--- src/rtl/snoop_responder.sv ---
// Snoop responder: accepts one snooped bus operation at a time, looks up the
// line's MESI state, reports MISS/HIT/HITM, writes back dirty lines and then
// updates the line state (S for READ, I for everything else).
module snoop_responder (
    input  logic        clk_i,
    input  logic        rst_i,
    input  logic        snoop_valid_i,
    input  logic [1:0]  snoop_op_i,
    input  logic [31:0] snoop_addr_i,
    output logic        snoop_ready_o,
    output logic        lookup_req_o,
    output logic [31:0] lookup_addr_o,
    input  logic        lookup_ack_i,
    input  logic [3:0]  lookup_state_i,
    output logic        hm_valid_o,
    output logic [1:0]  hm_out_o,
    output logic        wb_req_o,
    output logic [31:0] wb_addr_o,
    input  logic        wb_done_i,
    output logic        state_we_o,
    output logic [3:0]  state_new_o,
    output logic        proto_err_o,
    output logic [15:0] hitm_count_o,
    output logic [2:0]  state_o
);

    typedef enum logic [2:0] {
        IDLE      = 3'd0,
        LOOKUP    = 3'd1,
        RESPOND   = 3'd2,
        WRITEBACK = 3'd3,
        UPDATE    = 3'd4
    } state_t;

    localparam logic [1:0] OP_READ = 2'd0;

    localparam logic [3:0] MESI_M = 4'b0001;
    localparam logic [3:0] MESI_E = 4'b0010;
    localparam logic [3:0] MESI_S = 4'b0100;
    localparam logic [3:0] MESI_I = 4'b1000;

    localparam logic [1:0] HM_MISS = 2'd0;
    localparam logic [1:0] HM_HIT  = 2'd1;
    localparam logic [1:0] HM_HITM = 2'd2;

    state_t      state_q, state_d;
    logic [1:0]  op_q, op_d;
    logic [31:0] addr_q, addr_d;
    logic [3:0]  mesi_q, mesi_d;     // captured state, already normalised to one-hot
    logic        perr_q, perr_d;     // captured state was not one-hot
    logic [15:0] cnt_q, cnt_d;

    assign hitm_count_o = cnt_q;
    assign state_o      = state_q;

    // Next-state logic and Moore outputs; every output idles at 0.
    always_comb begin
        state_d       = state_q;
        op_d          = op_q;
        addr_d        = addr_q;
        mesi_d        = mesi_q;
        perr_d        = perr_q;
        cnt_d         = cnt_q;
        snoop_ready_o = 1'b0;
        lookup_req_o  = 1'b0;
        lookup_addr_o = 32'd0;
        hm_valid_o    = 1'b0;
        hm_out_o      = HM_MISS;
        wb_req_o      = 1'b0;
        wb_addr_o     = 32'd0;
        state_we_o    = 1'b0;
        state_new_o   = 4'd0;
        proto_err_o   = 1'b0;

        case (state_q)
            IDLE: begin
                snoop_ready_o = 1'b1;
                if (snoop_valid_i) begin
                    op_d    = snoop_op_i;
                    addr_d  = snoop_addr_i;
                    state_d = LOOKUP;
                end
            end
            LOOKUP: begin
                lookup_req_o  = 1'b1;
                lookup_addr_o = addr_q;
                if (lookup_ack_i) begin
                    case (lookup_state_i)
                        MESI_M, MESI_E, MESI_S, MESI_I: begin
                            mesi_d = lookup_state_i;
                            perr_d = 1'b0;
                        end
                        default: begin
                            // Corrupt state: behave as if the line is absent.
                            mesi_d = MESI_I;
                            perr_d = 1'b1;
                        end
                    endcase
                    state_d = RESPOND;
                end
            end
            RESPOND: begin
                hm_valid_o  = 1'b1;
                proto_err_o = perr_q;
                if (mesi_q == MESI_M) begin
                    hm_out_o = HM_HITM;
                    if (cnt_q != 16'hFFFF) begin
                        cnt_d = cnt_q + 16'd1;
                    end
                    state_d = WRITEBACK;
                end else begin
                    hm_out_o = (mesi_q == MESI_I) ? HM_MISS : HM_HIT;
                    state_d  = UPDATE;
                end
            end
            WRITEBACK: begin
                wb_req_o  = 1'b1;
                wb_addr_o = addr_q;
                if (wb_done_i) begin
                    state_d = UPDATE;
                end
            end
            UPDATE: begin
                // A line that was already invalid needs no state write.
                if (mesi_q != MESI_I) begin
                    state_we_o  = 1'b1;
                    state_new_o = (op_q == OP_READ) ? MESI_S : MESI_I;
                end
                state_d = IDLE;
            end
            default: begin
                state_d = IDLE;
            end
        endcase
    end

    // State and datapath registers; reset discards any in-flight snoop.
    always_ff @(posedge clk_i) begin
        if (rst_i) begin
            state_q <= IDLE;
            op_q    <= 2'd0;
            addr_q  <= 32'd0;
            mesi_q  <= MESI_I;
            perr_q  <= 1'b0;
            cnt_q   <= 16'd0;
        end else begin
            state_q <= state_d;
            op_q    <= op_d;
            addr_q  <= addr_d;
            mesi_q  <= mesi_d;
            perr_q  <= perr_d;
            cnt_q   <= cnt_d;
        end
    end

endmodule

--- config.mk ---
export PLATFORM = sky130hd
export DESIGN_NAME = snoop_responder
export DESIGN_NICKNAME = d
export VERILOG_FILES = /design/src/rtl/snoop_responder.sv
export SDC_FILE = /design/constraint.sdc
export NUM_CORES = 1
export LEC_CHECK = 0
export CORE_ASPECT_RATIO = 1.2
export CORE_MARGIN = 10
export CORE_UTILIZATION = 30
export DETAILED_ROUTE_END_ITERATION = 8
export SYNTH_ARGS = -nofsm -noshare
export SYNTH_HDL_FRONTEND = slang
export SYNTH_SLANG_ARGS = --single-unit
--- constraint.sdc ---
create_clock -name clk_i -period 4.71 [get_ports clk_i]
set_clock_uncertainty 0.1 [all_clocks]
set_input_delay 0.942 -clock clk_i [delete_from_list [all_inputs] [get_ports clk_i]]
set_output_delay 0.942 -clock clk_i [all_outputs]
set_load 0.05 [all_outputs]
==> impl_metrics.toml, run 1 <==
[power_and_ir_drop]
p_int_uw = 984
p_switching_uw = 363
ir_worst_vdd_v = 0.000173
comb_power_share_pct = 16.8
p_leak_uw = 0.00176
powerDensity_mw_per_mm2 = 290
switching_share_pct = 26.9
p_seq_share_pct = 39.8
power_frac_clock_pct = 43.4

[placement]
port_buffers = 135
gp_congestion = 0.766
dp_cells = 616
dpl.hpwl_mm = 7.35
place_ws_ns = 1.17

[clock_tree]
numCtsBuffers = 9
cts_setup_buffers = 0
clockBufferDepth = 2
cts-resized-gates = 0
clock-root-buffer = "clkbuf_16"
tritoncts = "done"
path_clk_slew_ns = 0.05
clkLatencyLatePin_ns = 0.32
cts.sinks = 58
h-tree-depth = 3
cts_hold_buf = 0

[drt]
drt_first_pass_iters = 4
antenna_left = 0
vias = 3062
wl_per_cell_um = 15.6
drt-total-wl_mm = 9.84
vias_per_cell = 4.85
drt_iter0_drc = 121
drc_errors = 0

[worst_setup_path]
max_stage_delay_ns = 0.84
cp_num_cells = 3
cp_cell_sequence = "and3b_1 -> and2_1 -> clkdlybuf4s50_1"
crit_type = "flip-flop to output port"
crit_slowest_cell = "and3b_1"
crit_buf_inv = 1
cp-start-kind = "flip-flop"
endpoint_kind = "output port"
cp_max_fo = 34
required_ns = 3.67
r2r-start = "state_o[1]"
cp_top_family = "simple AND/OR/NAND/NOR gates"
critPathArrivalTime_ns = 2.76
r2r_cells = 4
cp-startpoint = "state_o[1]"

[timing]
finalHoldViolCount = 0
fin_tns_setup_ns = 0
timing.final.crit_share_pct = 80.8
fmax_mhz = 263
worst_pin_slew_ns = 1.17
setup_viol = 0
slew_violations = 0
setup_slack_ns = 0.906
hold-worst-slack_ns = 0.361
post-route-min-period_ns = 3.80
rsz0062_at_grt = "no"
slew_headroom_pct = 22.2

[grt]
grt_start_max_net_pins = 57
track_usage_pct = 13.5
gr-total-overflow = 0
grt_pass1_vias = 3042
grt_pass1_wl_mm = 16.1
antenna_found_initial = 0

[die]
die_x_um = 111
die_area_sq_mm = 0.0142
die_h_um = 129
io_pins = 138
core_sq_mm = 0.00956
initial_core_util_pct = 30.9
num_rows = 39

[min_path]
hold_class = "flip-flop to flip-flop"
min_from = "addr_q[6]"
worstHoldPathCells = 2

[final_layout]
antenna_cells = 0
syn_to_final_growth_pct = 57.1
nNetsFinal = 548
drive_gt1_share_pct = 5.71
fill_cells = 992
final_cells = 631

[synth]
synth_area_sq_mm = 0.00296
netlist_top_cells_count = "nand2_1 (73), dfxtp_1 (58), a21oi_1 (50), and2_1 (35), and3_1 (34)"
avgSynthCellArea_sq_um = 7.72
synth_cells = 383
yosys-top-cells-area = "dfxtp_1 (39%), nand2_1 (9.3%), a21oi_1 (8.5%), and2_1 (7.4%), and3_1 (7.2%)"
yosysTopAreaCell = "dfxtp_1"
synth_edf_count = 0
synth_ff_type = "dfxtp_1"
yosysSeqAreaShare_pct = 39.3
ys_async_sr_fraction_pct = 0
synth_top_area_share_pct = 39.3
yosys_warnings = 0
ys_seq_elements = 58
synth_cell_types = 45
yosysMostFrequentCell = "nand2_1"

[outcome]
status = "completed"

[flow_run]
drv_cap = 0
## kinds of logic after synthesis
logic type,Yosys count,synth area share (%)
other,1,0.127
muxes,5,1.78
buffers and inverters,38,5.25
adders and majority gates,1,0.423
DFF,58,39.3
AOI/OAI and AO/OA,75,14.6
and+or+nand+nor,203,38.0
xor gates and xnor gates,2,0.592
## cells in the final DEF, fill, tap and decap left out, types with 2 or more instances in the layout
cell type and n:
and2_1 35, clkinv_2 3, nor2_1 10, or3_1 7
inv_1 8, nand2_1 73, clkbuf_16 9, conb_1 2
nor4b_1 2, mux2i_1 3, nor3_1 4, o31a_1 2
a21oi_1 50, nand3_1 9, nand4_1 4, and4_1 2
and3_1 34, clkbuf_8 2, dfxtp_1 58, buf_4 4
a211oi_1 3, nand2b_1 2, nor2b_1 2, clkdlybuf4s50_1 134
a211o_1 2, o31ai_1 8, or4_1 7, o21ai_0 6
## worst register-to-register path: cells and delay by family, from the launching register on
family	cells	cell delay (ns)
flops	1	0.54
simple gates	3	1.22
mux	1	0.35
## state kept, by name (all words and copies together) (netlist names)
register	count
addr_q	32
perr_q	1
hitm_count_o	16
mesi_q	4
state_o	3
op_q	2
## final timing paths
check	endpoint	slack, ns
worst min-delay path	addr_q[6]	0.36
worst max register to register	hitm_count_o[14]	2.39
worst max-delay path	wb_addr_o[27]	0.91
worst min register to register	addr_q[6]	0.36
## stage by stage
| stage | total power (uW) | cell area [sq um] | util (%) |
|---|---|---|---|
| 3_3_place_gp | 772 | 4370 | 45.7 |
| 5_1_grt | 1410 | 4650 | 48.6 |
| 4_1_cts | 1360 | 4650 | 48.6 |
| 3_5_place_dp | 776 | 4370 | 45.7 |
| 6_report | 1350 | 4650 | 48.6 |
| 2_1_floorplan | 684 | 2960 | - |
## layout make-up
class                   instances  area [sq um]  share of cell area [%]
flip-flops and latches         58          1160                    25.0
repair buffers                139          1380                    29.6
well taps                     123           154                    3.31
inverters                       8          30.0                   0.646
clock inverters                 3          15.0                   0.323
multi-input cells             288          1650                    35.6
clock buffers                  12           256                    5.52
## power groups by stage
stage	clock network (uW)	registers, uW	logic, uW
6_report	585	536	227
5_1_grt	625	541	248
3_5_place_dp	0	546	230
2_1_floorplan	0	546	138
4_1_cts	598	537	230
3_3_place_gp	0	545	227
## metal layers
layer  vias to the layer above  GRT usage [%]  wire (um)
li1                       1570              -          -
met1                      1393           14.8       4240
met2                        93           23.6       4760
met3                         6           5.63        766
met4                         0           3.45         76
met5                         -              0          0
Note: power is estimated with default switching activity, not from simulation.
==> inputs of run 2 (changes only) <==
clock period = 3.2 ns   (was 4.71 ns; I/O delays follow)
==> impl_metrics.toml, run 2 (synthesis results as in run 1) <==
[outcome]
status = "completed"

[timing]
post-route-min-period_ns = 3.03
rsz0062_at_grt = "no"
slew_headroom_pct = 28.4
setup_viol = 0
fin_tns_setup_ns = 0
finalHoldViolCount = 0
timing.final.crit_share_pct = 94.6
worst_pin_slew_ns = 1.07
fmax_mhz = 330
slew_violations = 0

[die]
die_area_sq_mm = 0.0142
die_x_um = 111
num_rows = 39
die_h_um = 129
initial_core_util_pct = 30.9
core_sq_mm = 0.00956
io_pins = 138

[worst_setup_path]
r2r_cells = 4
reg2reg_setup_slack_ns = 0.84
cp_max_fo = 4
crit_type = "flip-flop to output port"
endpoint_kind = "output port"
r2r_end = "hitm_count_o[14]"
cp-start-kind = "flip-flop"
required_ns = 2.46
r2r-start = "state_o[1]"
critPathArrivalTime_ns = 2.29

[drt]
drc_errors = 0
drt-total-wl_mm = 10.2
drt_iter0_drc = 97
vias_per_cell = 4.89
drt_first_pass_iters = 4
wl_per_cell_um = 16.0
antenna_left = 0
vias = 3113

[clock_tree]
cts-resized-gates = 0
cts_hold_buf = 0
cts_setup_buffers = 0
clockBufferDepth = 2
clock-root-buffer = "clkbuf_16"
tritoncts = "done"
clkLatencyLatePin_ns = 0.32
path_clk_slew_ns = 0.05
cts.sinks = 58
h-tree-depth = 3
numCtsBuffers = 9

[final_layout]
drive_gt1_share_pct = 20.6
final_common_cell = "nand2_1"
regArea_sq_mm = 0.00116
antenna_cells = 0
fill_cells = 937
syn_to_final_growth_pct = 67.0
multi_input_area_sq_mm = 0.00165
nNetsFinal = 553
largest_reg_flops = 32
largest-register = "addr_q"
final_cell_mix = "nand2_1 (73), clkdlybuf4s50_1 (62), dfxtp_1 (58), a21oi_1 (50), buf_4 (47)"

[power_and_ir_drop]
p_int_uw = 1480
power_frac_clock_pct = 44.2
ir_worst_vdd_v = 0.000280
switching_share_pct = 26.9
powerDensity_mw_per_mm2 = 410
p_total_uw = 2020
p_seq_share_pct = 38.9
comb_power_share_pct = 16.9
p_leak_uw = 0.00203
p_switching_uw = 544

[placement]
port_buffers = 135
dpl.hpwl_mm = 7.65
gp_congestion = 0.772

[min_path]
hold_path_end = "addr_q[26]"
min_from = "addr_q[26]"
worstHoldPathCells = 2
hold_class = "flip-flop to flip-flop"

[grt]
grt_pass1_wl_mm = 16.4
gr-total-overflow = 0
grt_start_max_net_pins = 57
track_usage_pct = 13.9
antenna_found_initial = 0
grt_pass1_vias = 3046

[flow_run]
drv_cap = 0
==> run 2: cell type report <==
cell class / instances / share of cell area, %
clock buffer: 14 / 5.55
clock inverter: 2 / 0.203
inverter: 8 / 0.608
multi-input combinational: 288 / 33.5
sequential: 58 / 23.5
tap: 123 / 3.11
timing repair buffer: 144 / 33.6
==> run 2: worst max path at each step <==
stage                     startpoint        endpoint  slack [ns]  cells after the start
final                      mesi_q[3]  state_new_o[3]        0.17                      4
after global routing       mesi_q[3]  state_new_o[3]        0.06                      4
after CTS                  mesi_q[3]  state_new_o[3]        0.15                      4
after detailed placement   mesi_q[3]  state_new_o[3]        0.50                      4
after global placement     mesi_q[3]  state_new_o[3]        0.50                      4
after floorplan           state_o[0]   wb_addr_o[22]        0.20                      4
==> run 2: routing by layer <==
metal	share of wire (%)	GRT usage [%]	up-vias
met1	42	15.4	1422
met4	1.7	5.52	0
met3	6.4	4.32	12
li1	-	-	1580
met2	50	24.3	99
met5	0	0	-
==> run 2: power groups by stage <==
stage | logic, uW | registers, uW | clock network, uW
detailed placement | 345 | 803 | 0
global placement | 341 | 801 | 0
finish | 341 | 788 | 894
global route | 373 | 794 | 946
floorplan | 203 | 803 | 0
CTS | 346 | 789 | 915
==> run 2: through the flow <==
step                      area (sq um)  setup WS (ns)  hold slack, ns  utilization (%)  cells
final                             4940          0.172           0.358             51.7    637
after CTS                         4940          0.148           0.364             51.7    637
after global placement            4660          0.498           0.349             48.7    621
after global routing              4940         0.0606           0.377             51.7    637
after floorplan                   2960          0.199           0.340                -    384
after detailed placement          4660          0.502           0.357             48.7    621
==> run 2: worst max-delay path, stage by stage, from the launching register on <==
cell             delay, ns
dfxtp_1               0.41
or4b_2                0.62
nand3_1               0.17
nor2_1                0.07
clkdlybuf4s50_1       0.70
==> inputs of run 3 (changes only) <==
CAP_MARGIN = 5   (was unset)
==> results of run 3 <==
Same layout as run 2: the final DEF is identical, and so are final timing and power.
